**src/rtl/rob.sv**
```systemverilog
// 16-entry reorder buffer: in-order commit, CDB writeback, and a one-cycle FLUSH
// on a mispredicted commit. Optional operand forwarding is enabled by macro ROB_FORWARD_EN.
module rob (
  input  logic        clk,
  input  logic        rst,
  input  logic        rdy,
  input  logic        issue_sgn,
  input  logic [5:0]  issue_rd,
  input  logic [31:0] issue_pc,
  output logic [4:0]  rob_new_entry,
  output logic        rob_full,
  input  logic        cdb_valid,
  input  logic [4:0]  cdb_entry,
  input  logic [31:0] cdb_result,
  input  logic        cdb_mispredict,
  input  logic [31:0] cdb_target,
  output logic        commit_sgn,
  output logic [4:0]  rob_entry,
  output logic [5:0]  rob_des,
  output logic [31:0] rob_result,
  output logic        rollback,
  output logic [31:0] rollback_pc,
  input  logic [4:0]  qry1_entry,
  input  logic [4:0]  qry2_entry,
  output logic        qry1_ready,
  output logic        qry2_ready,
  output logic [31:0] qry1_value,
  output logic [31:0] qry2_value
);

  typedef enum logic {S_RUN, S_FLUSH} state_t;

  state_t      r_state;
  logic [15:0] r_busy;
  logic [15:0] r_ready;
  logic [15:0] r_mispred;
  logic [5:0]  r_rd     [16];
  logic [31:0] r_result [16];
  logic [31:0] r_target [16];
  logic [3:0]  r_head;
  logic [3:0]  r_tail;
  logic [4:0]  r_count;
  logic        r_commit_sgn;
  logic [4:0]  r_rob_entry;
  logic [5:0]  r_rob_des;
  logic [31:0] r_rob_result;
  logic        r_rollback;
  logic [31:0] r_rollback_pc;

  logic w_do_issue;
  logic w_do_cdb;
  logic w_do_commit;

  assign rob_new_entry = {1'b0, r_tail};
  assign rob_full      = (r_count == 5'd16) || (r_state == S_FLUSH);
  assign w_do_issue    = issue_sgn && !rob_full;
  assign w_do_cdb      = cdb_valid && !cdb_entry[4] && r_busy[cdb_entry[3:0]];
  // ready is the registered flag, so a CDB write to head commits one cycle later
  assign w_do_commit   = (r_state == S_RUN) && (r_count != 5'd0) && r_ready[r_head];

  assign commit_sgn  = r_commit_sgn;
  assign rob_entry   = r_rob_entry;
  assign rob_des     = r_rob_des;
  assign rob_result  = r_rob_result;
  assign rollback    = r_rollback;
  assign rollback_pc = r_rollback_pc;

  always_ff @(posedge clk or negedge rst) begin
    if (!rst) begin
      r_state       <= S_RUN;
      r_busy        <= '0;
      r_ready       <= '0;
      r_mispred     <= '0;
      r_head        <= '0;
      r_tail        <= '0;
      r_count       <= '0;
      r_commit_sgn  <= 1'b0;
      r_rob_entry   <= 5'd16;
      r_rob_des     <= 6'b100000;
      r_rob_result  <= '0;
      r_rollback    <= 1'b0;
      r_rollback_pc <= '0;
      for (int i = 0; i < 16; i++) begin
        r_rd[i]     <= 6'b100000;
        r_result[i] <= '0;
        r_target[i] <= '0;
      end
    end else if (!rdy) begin
      r_commit_sgn <= 1'b0;
      r_rollback   <= 1'b0;
    end else begin
      r_commit_sgn <= 1'b0;
      r_rollback   <= 1'b0;
      case (r_state)
        S_RUN: begin
          if (w_do_cdb) begin
            r_ready[cdb_entry[3:0]]   <= 1'b1;
            r_result[cdb_entry[3:0]]  <= cdb_result;
            r_mispred[cdb_entry[3:0]] <= cdb_mispredict;
            r_target[cdb_entry[3:0]]  <= cdb_target;
          end
          if (w_do_issue) begin
            r_busy[r_tail]    <= 1'b1;
            r_ready[r_tail]   <= 1'b0;
            r_mispred[r_tail] <= 1'b0;
            r_rd[r_tail]      <= issue_rd;
            r_tail            <= r_tail + 4'd1;
          end
          if (w_do_commit) begin
            r_commit_sgn    <= 1'b1;
            r_rob_entry     <= {1'b0, r_head};
            r_rob_des       <= r_rd[r_head];
            r_rob_result    <= r_result[r_head];
            r_busy[r_head]  <= 1'b0;
            r_ready[r_head] <= 1'b0;
            r_head          <= r_head + 4'd1;
            if (r_mispred[r_head]) begin
              r_state       <= S_FLUSH;
              r_rollback_pc <= r_target[r_head];
            end
          end
          r_count <= r_count + {4'd0, w_do_issue} - {4'd0, w_do_commit};
        end
        S_FLUSH: begin
          r_rollback <= 1'b1;
          r_busy     <= '0;
          r_ready    <= '0;
          r_mispred  <= '0;
          r_head     <= '0;
          r_tail     <= '0;
          r_count    <= '0;
          r_state    <= S_RUN;
        end
        default: r_state <= S_RUN;
      endcase
    end
  end

`ifdef ROB_FORWARD_EN
  logic w_unused_pc;
  assign w_unused_pc = ^issue_pc;

  // CDB bypass wins so a consumer sees a result in the cycle it is broadcast
  always_comb begin
    qry1_ready = 1'b0;
    qry1_value = '0;
    if (!qry1_entry[4]) begin
      if (cdb_valid && cdb_entry == qry1_entry) begin
        qry1_ready = 1'b1;
        qry1_value = cdb_result;
      end else if (r_busy[qry1_entry[3:0]] && r_ready[qry1_entry[3:0]]) begin
        qry1_ready = 1'b1;
        qry1_value = r_result[qry1_entry[3:0]];
      end
    end
  end

  always_comb begin
    qry2_ready = 1'b0;
    qry2_value = '0;
    if (!qry2_entry[4]) begin
      if (cdb_valid && cdb_entry == qry2_entry) begin
        qry2_ready = 1'b1;
        qry2_value = cdb_result;
      end else if (r_busy[qry2_entry[3:0]] && r_ready[qry2_entry[3:0]]) begin
        qry2_ready = 1'b1;
        qry2_value = r_result[qry2_entry[3:0]];
      end
    end
  end
`else
  logic w_unused_in;
  assign w_unused_in = ^{issue_pc, qry1_entry, qry2_entry};

  assign qry1_ready = 1'b0;
  assign qry2_ready = 1'b0;
  assign qry1_value = '0;
  assign qry2_value = '0;
`endif

endmodule

```
**config.mk**
```make
export PLATFORM = sky130hd
export DESIGN_NAME = rob
export DESIGN_NICKNAME = d
export VERILOG_FILES = /design/src/rtl/rob.sv
export SDC_FILE = /design/constraint.sdc
export NUM_CORES = 2
export LEC_CHECK = 0
export CORE_ASPECT_RATIO = 1.4
export CORE_MARGIN = 2
export CORE_UTILIZATION = 47
export CTS_CLUSTER_DIAMETER = 100
export DETAILED_ROUTE_END_ITERATION = 8
export GPL_ROUTABILITY_DRIVEN = 0
export GPL_TIMING_DRIVEN = 0
export PLACE_DENSITY = 0.75
export SLEW_MARGIN = 20
export SYNTH_ARGS = -nofsm -noshare
export SYNTH_HDL_FRONTEND = slang
export SYNTH_SLANG_ARGS = --single-unit
```
**constraint.sdc**
```tcl
create_clock -name clk -period 7.2 [get_ports clk]
set_input_delay 1.44 -clock clk [delete_from_list [all_inputs] [get_ports clk]]
set_output_delay 1.44 -clock clk [all_outputs]
set_load 0.005 [all_outputs]
```
After elaboration in Yosys (flattened, before gate mapping)
Cells that the tools add are included.

word-level totals
  register bits after elaboration = 1,259
  input port bits = 123
  word-level logic and storage cells = 171

operators by class
  $add $sub $neg = 4
  $lt $le $gt $ge = 11
  eq/ne operators = 3
  muxes and demuxes = 60
  bitwise logic cells = 12
  reduce and logical (&&, ||, !) cells = 20

operators by type and width
  cell                                                  count
  bitwise mux 512 bit                                   2
  binary-select mux 32 bit (select 4 bit)               2
  two-way mux 16 bit                                    15
  two-way mux 32 bit                                    5
  demux 32 bit (select 4 bit)                           1
  bitwise mux 96 bit                                    1
  one-hot mux 16 bit (2 select lines)                   3
  bitwise AND 16 bit                                    4
  NOT 16 bit                                            2
  OR 16 bit                                             2
  binary-select mux 6 bit (select 4 bit)                1
  demux 6 bit (select 4 bit)                            1
  two-way mux 6 bit                                     3
  bitwise mux 16 bit                                    1
  one-hot mux 4 bit (2 select lines)                    2
  >= comparator 5 bit (second input constant)           3
  < comparator 4 x 5 -> 1 bit (second input constant)   3
  NOT 4 -> 5 bit                                        3
  two-way mux 1 bit                                     13
  binary-select mux 1 bit (select 4 bit)                3
  demux 1 bit (select 4 bit)                            3
  >= comparator 4 x 1 -> 1 bit (second input constant)  3
  logical AND 1 bit                                     10
  < comparator 5 x 1 -> 1 bit (second input constant)   2
  15 further kinds                                      22

Depth between registers and ports, before layout
  depth after elaboration = 15
  depth in mapped cells = 18

Least setup slack after synthesis
OpenSTA, ideal clock, no wires.

  path kind = input to register
  from = input issue_sgn
  to = register r_count[4]
  setup time = 128 ps
  data arrival time = 3,804 ps
  slack = 3,268 ps
  cell stages on the path = 15
  cell sequence = and3b_1 > clkbuf_1 > buf_1 > inv_1 > ha_1 > inv_1 > ha_1 > inv_1 > fa_1 > nor2b_1 > nor2_1 > o21bai_1 > xnor2_1 > mux2i_1 > o2bb2ai_1

between the ends
  cells in the longest elaborated chain, start to end = 4

ends and longest elaborated chain
  what                                line  source
  start, declared                     7     input logic issue_sgn,
  logical AND 1 bit                   56    assign w_do_issue = issue_sgn && !rob_full;
  adder 5 x 1 -> 5 bit                122   r_count <= r_count + {4'd0, w_do_issue} - {4'd0, w_do_commit};
  subtractor 5 x 1 -> 5 bit           122
  one-hot mux 5 bit (2 select lines)  94    case (r_state)
  end signal, assigned                122
  end, declared                       42    logic [4:0] r_count;

No other way between the ends.
A chain may end at the register's enable or synchronous reset.

Final worst setup path
  from = input cdb_entry[0]
  to = register r_target[43] in the netlist's numbering

between the ends
  cells in the longest elaborated chain, start to end = 6
  elaborated cells between the ends (all ways) = 11
  those cells by class = order compare: 2; mux: 5; bitwise: 1; reduce/logical: 3

ends and longest elaborated chain
  what                                                                                      line  source
  start, declared                                                                           13    input logic [4:0] cdb_entry,
  NOT 4 -> 5 bit (not written as such)                                                      100   r_target[cdb_entry[3:0]] <= cdb_target;
  >= comparator 5 bit (not written as such) or < comparator 5 x 1 -> 1 bit (tied branches)  100
  logical AND 1 bit (not written as such)                                                   100
  two-way mux 32 bit (not written as such)                                                  100
  demux 32 bit (select 4 bit)                                                               100
  bitwise mux 512 bit                                                                       100
  end signal, assigned by index                                                             100
  end, declared                                                                             39    logic [31:0] r_target [16];

Several ways; a longest one is shown, not always the timed one. The select of a mux whose other input is x is not followed.

==> results.sh <==
export IMPL_yosysWarnings=0
export IMPL_viasPerCell=5.81
export IMPL_min_delay_path_class="register to register"
export IMPL_dpl_cell_count=5389
export IMPL_cts_resized=0
export IMPL_num_vias=32600
export IMPL_fin_area_um2=65500
export IMPL_die_area_um2=124000
export IMPL_crit_type="input pin to register"
export IMPL_overflow=0
export IMPL_met1_length_mm=55.6
export IMPL_slew_viol_final=0
export IMPL_drt_iter0_drc=2444
export IMPL_synth_ff_type="dfrtp_1"
export IMPL_rsz0062_at_grt="false"
export IMPL_hpwl_mm=95.0
export IMPL_port_buffers=159
export IMPL_layout_drive_gt1_share_pct=48.0
export IMPL_die_w_um=298
export IMPL_drt_pass1_iterations=7
export IMPL_cts_buffer_depth=3
export IMPL_avgSynthCellArea_um2=16.1
export IMPL_worstPathRequired_ps=7800
export IMPL_met3RoutedLength_mm=7.35
export IMPL_ir_drop_mv=0.230
export IMPL_htreeDepth=3
export IMPL_place_area_um2=61300
export IMPL_synth_area_um2=57000
export IMPL_hold_ws_ps=483
export IMPL_min_period_over_period_pct=66.5
export IMPL_setup_ws_ps=2410
export IMPL_synth_seq_cells=1259
export IMPL_clk_latency_ps=760
export IMPL_final_util_pct=54.2
export IMPL_nets=4040
export IMPL_pre_cts_ws_ps=1770
export IMPL_yosys_top_cells_area="dfrtp_1 54%, mux2_2 23%, mux4_2 14%, clkbuf_1 1.4%, buf_4 0.99%"
export IMPL_drt_total_wl_mm=139
export IMPL_grt_usage_pct=22.7
export IMPL_grt_pass1_vias=34600
export IMPL_clock_sinks=1259
export IMPL_die_h_um=416
export IMPL_clk_pin_slew_ps=60
export IMPL_ant_nets=0
export IMPL_power_mw=22.5
export IMPL_post_cts_buffers=0
export IMPL_rows=151
export IMPL_leakage_nw=30.8
export IMPL_final_setup_tns_ps=0
export IMPL_synth_edf_count=0
export IMPL_finalSetupViolations=0
export IMPL_crit_path_max_fanout=10
export IMPL_fin_skew_ps=41.5
export IMPL_fmax_mhz=209
export IMPL_routed_top_layer="met5"
export IMPL_ios=272
export IMPL_crit_arrival_ps=5390
export IMPL_yosys_area_top_type="dfrtp_1"
export IMPL_synth_seq_area_share_pct=55.3
export IMPL_start_util_pct=47.3
export IMPL_yosys_area_top_type_share_pct=54.4
export IMPL_core_region_area_um2=121000
export IMPL_cts_root_buf="clkbuf_16"
export IMPL_met2_length_mm=70.4
export IMPL_ys_types=59
export IMPL_wl_per_cell_um=24.7
export IMPL_hold_viol_final=0
export IMPL_slew_headroom_pct=18.0
export IMPL_drc_errors=0
export IMPL_syn_to_final_growth_pct=14.8
export IMPL_cts_tree="built"
export IMPL_cts_buffers=117
export IMPL_end_kind="register"
export IMPL_cts_hold_buf=0
export IMPL_stdcell_count=5610
export IMPL_min_period_ps=4790
export IMPL_status="finished, final reports clean"
export IMPL_antenna_found_initial=15
export IMPL_worstMarginPinSlew_ps=1230
export IMPL_cap_violations=0
export IMPL_grt_max_degree=150
export IMPL_synthArstFlopShare_pct=100
export IMPL_p_per_area_nw_per_um2=343
export IMPL_syn_inst=3543
export IMPL_grt_pass1_wl_mm=215
export IMPL_start_kind="input pin"
[layer usage]
layer / vias to the layer above / GRT usage, %
met1: 17600 / 28.9
met5: - / 0
met3: 283 / 3.97
met4: 16 / 8.88
li1: 13800 / -
met2: 960 / 38.5
[cell usage after synthesis (all sizes together) (3+ instances only)]
library cell  number
ha                14
clkbuf           220
nand2             44
mux2            1196
buf              140
mux4             357
a22o               5
dfrtp           1241
nor3               8
nand4             13
a32o               5
a31oi             20
a221oi             8
a2bb2oi            4
nor2b              9
nand3             14
dfstp             18
o221ai             6
nand3b             3
o21ai             22
a21boi             6
nand2b            12
nor2              40
a21o               3
inv               46
o22ai              5
mux2i             14
a31o               8
nor3b              3
and2               5
a21oi             21
and3               5
o21a               3
[power by group]
group / switching [mW] / internal, mW
Combinational: 3.06 / 3.45
Sequential: 0.751 / 8.53
Clock: 2.82 / 3.88
Total: 6.63 / 15.9
[area by class of cell]
class / count / area [µm²]
clock buffers: 163 / 3390
diodes: 3 / 7.51
plain buffers: 360 / 1740
fillers: 9479 / 55200
inverters: 46 / 173
clock inverters: 55 / 813
flip-flops and latches: 1259 / 31500
well taps: 1606 / 2010
multi-input cells: 1944 / 23900
repair buffers: 174 / 1950
[sequential cells by signal, indices dropped and copies added, names as in the netlist, 4 cells and up]
| name | cells |
|---|---|
| r_ready | 16 |
| r_result | 512 |
| rob_entry | 5 |
| rollback_pc | 32 |
| r_count | 5 |
| r_tail | 4 |
| rob_des | 6 |
| r_rd | 96 |
| r_mispred | 16 |
| r_target | 512 |
| rob_result | 32 |
| r_busy | 16 |
| r_head | 4 |
[cell families (layout without fill, tap and decap cells)]
family	Yosys count	after routing	share of synthesized area, %
and+or+nand+nor	164	164	1.50
other	1	70	0.00657
muxes	1567	1567	37.9
buffers and inverters	406	798	3.34
adders and majority gates	15	15	0.342
DFF	1259	1259	55.3
AOI/OAI and AO/OA	129	129	1.57
xor gates and xnor gates	2	2	0.0307
[worst max-delay path: stages]
cell,delay [ps]
clkdlybuf4s50_1,500
clkbuf_1,490
mux4_2,620
and3_1,200
clkbuf_1,180
nand2_1,780
clkbuf_1,750
mux2_2,410
[path summary, 6_finish.rpt]
path	start	endpoint	slack (ps)	cells past startpoint
hold / removal	r_result[452]	r_result[452]	480	1
setup / recovery	cdb_entry[0]	r_target[43]	2410	8
hold reg to reg	r_result[452]	r_result[452]	480	1
max in group asynchronous	rst	r_target[424]	3870	5
min in group asynchronous	rst	rob_result[10]	550	1
setup reg to reg	r_head[0]	rob_des[0]	2770	7
[layout by cell type (no fill, tap or decap), drive strengths merged, types with 5 or more instances in the layout]
cell / Yosys / layout
o22ai: 5 / 5
mux4: 357 / 357
and2: 5 / 5
mux2i: 14 / 14
buf: 140 / 154
nand4: 13 / 13
conb: 1 / 67
a22o: 5 / 5
nor3: 8 / 8
ha: 14 / 14
nand2: 44 / 44
o221ai: 6 / 6
nor2: 40 / 40
nor2b: 9 / 9
clkdlybuf4s50: 0 / 158
mux2: 1196 / 1196
clkinvlp: 0 / 6
a21boi: 6 / 6
a21oi: 21 / 21
nand3: 14 / 14
clkbuf: 220 / 385
dfrtp: 1241 / 1241
dfstp: 18 / 18
a32o: 5 / 5
o21ai: 22 / 22
a31o: 8 / 8
inv: 46 / 49
a31oi: 20 / 20
nand2b: 12 / 12
clkinv: 0 / 30
bufinv: 0 / 16
a221oi: 8 / 8
and3: 5 / 5
(Power assumes the default switching activity.)
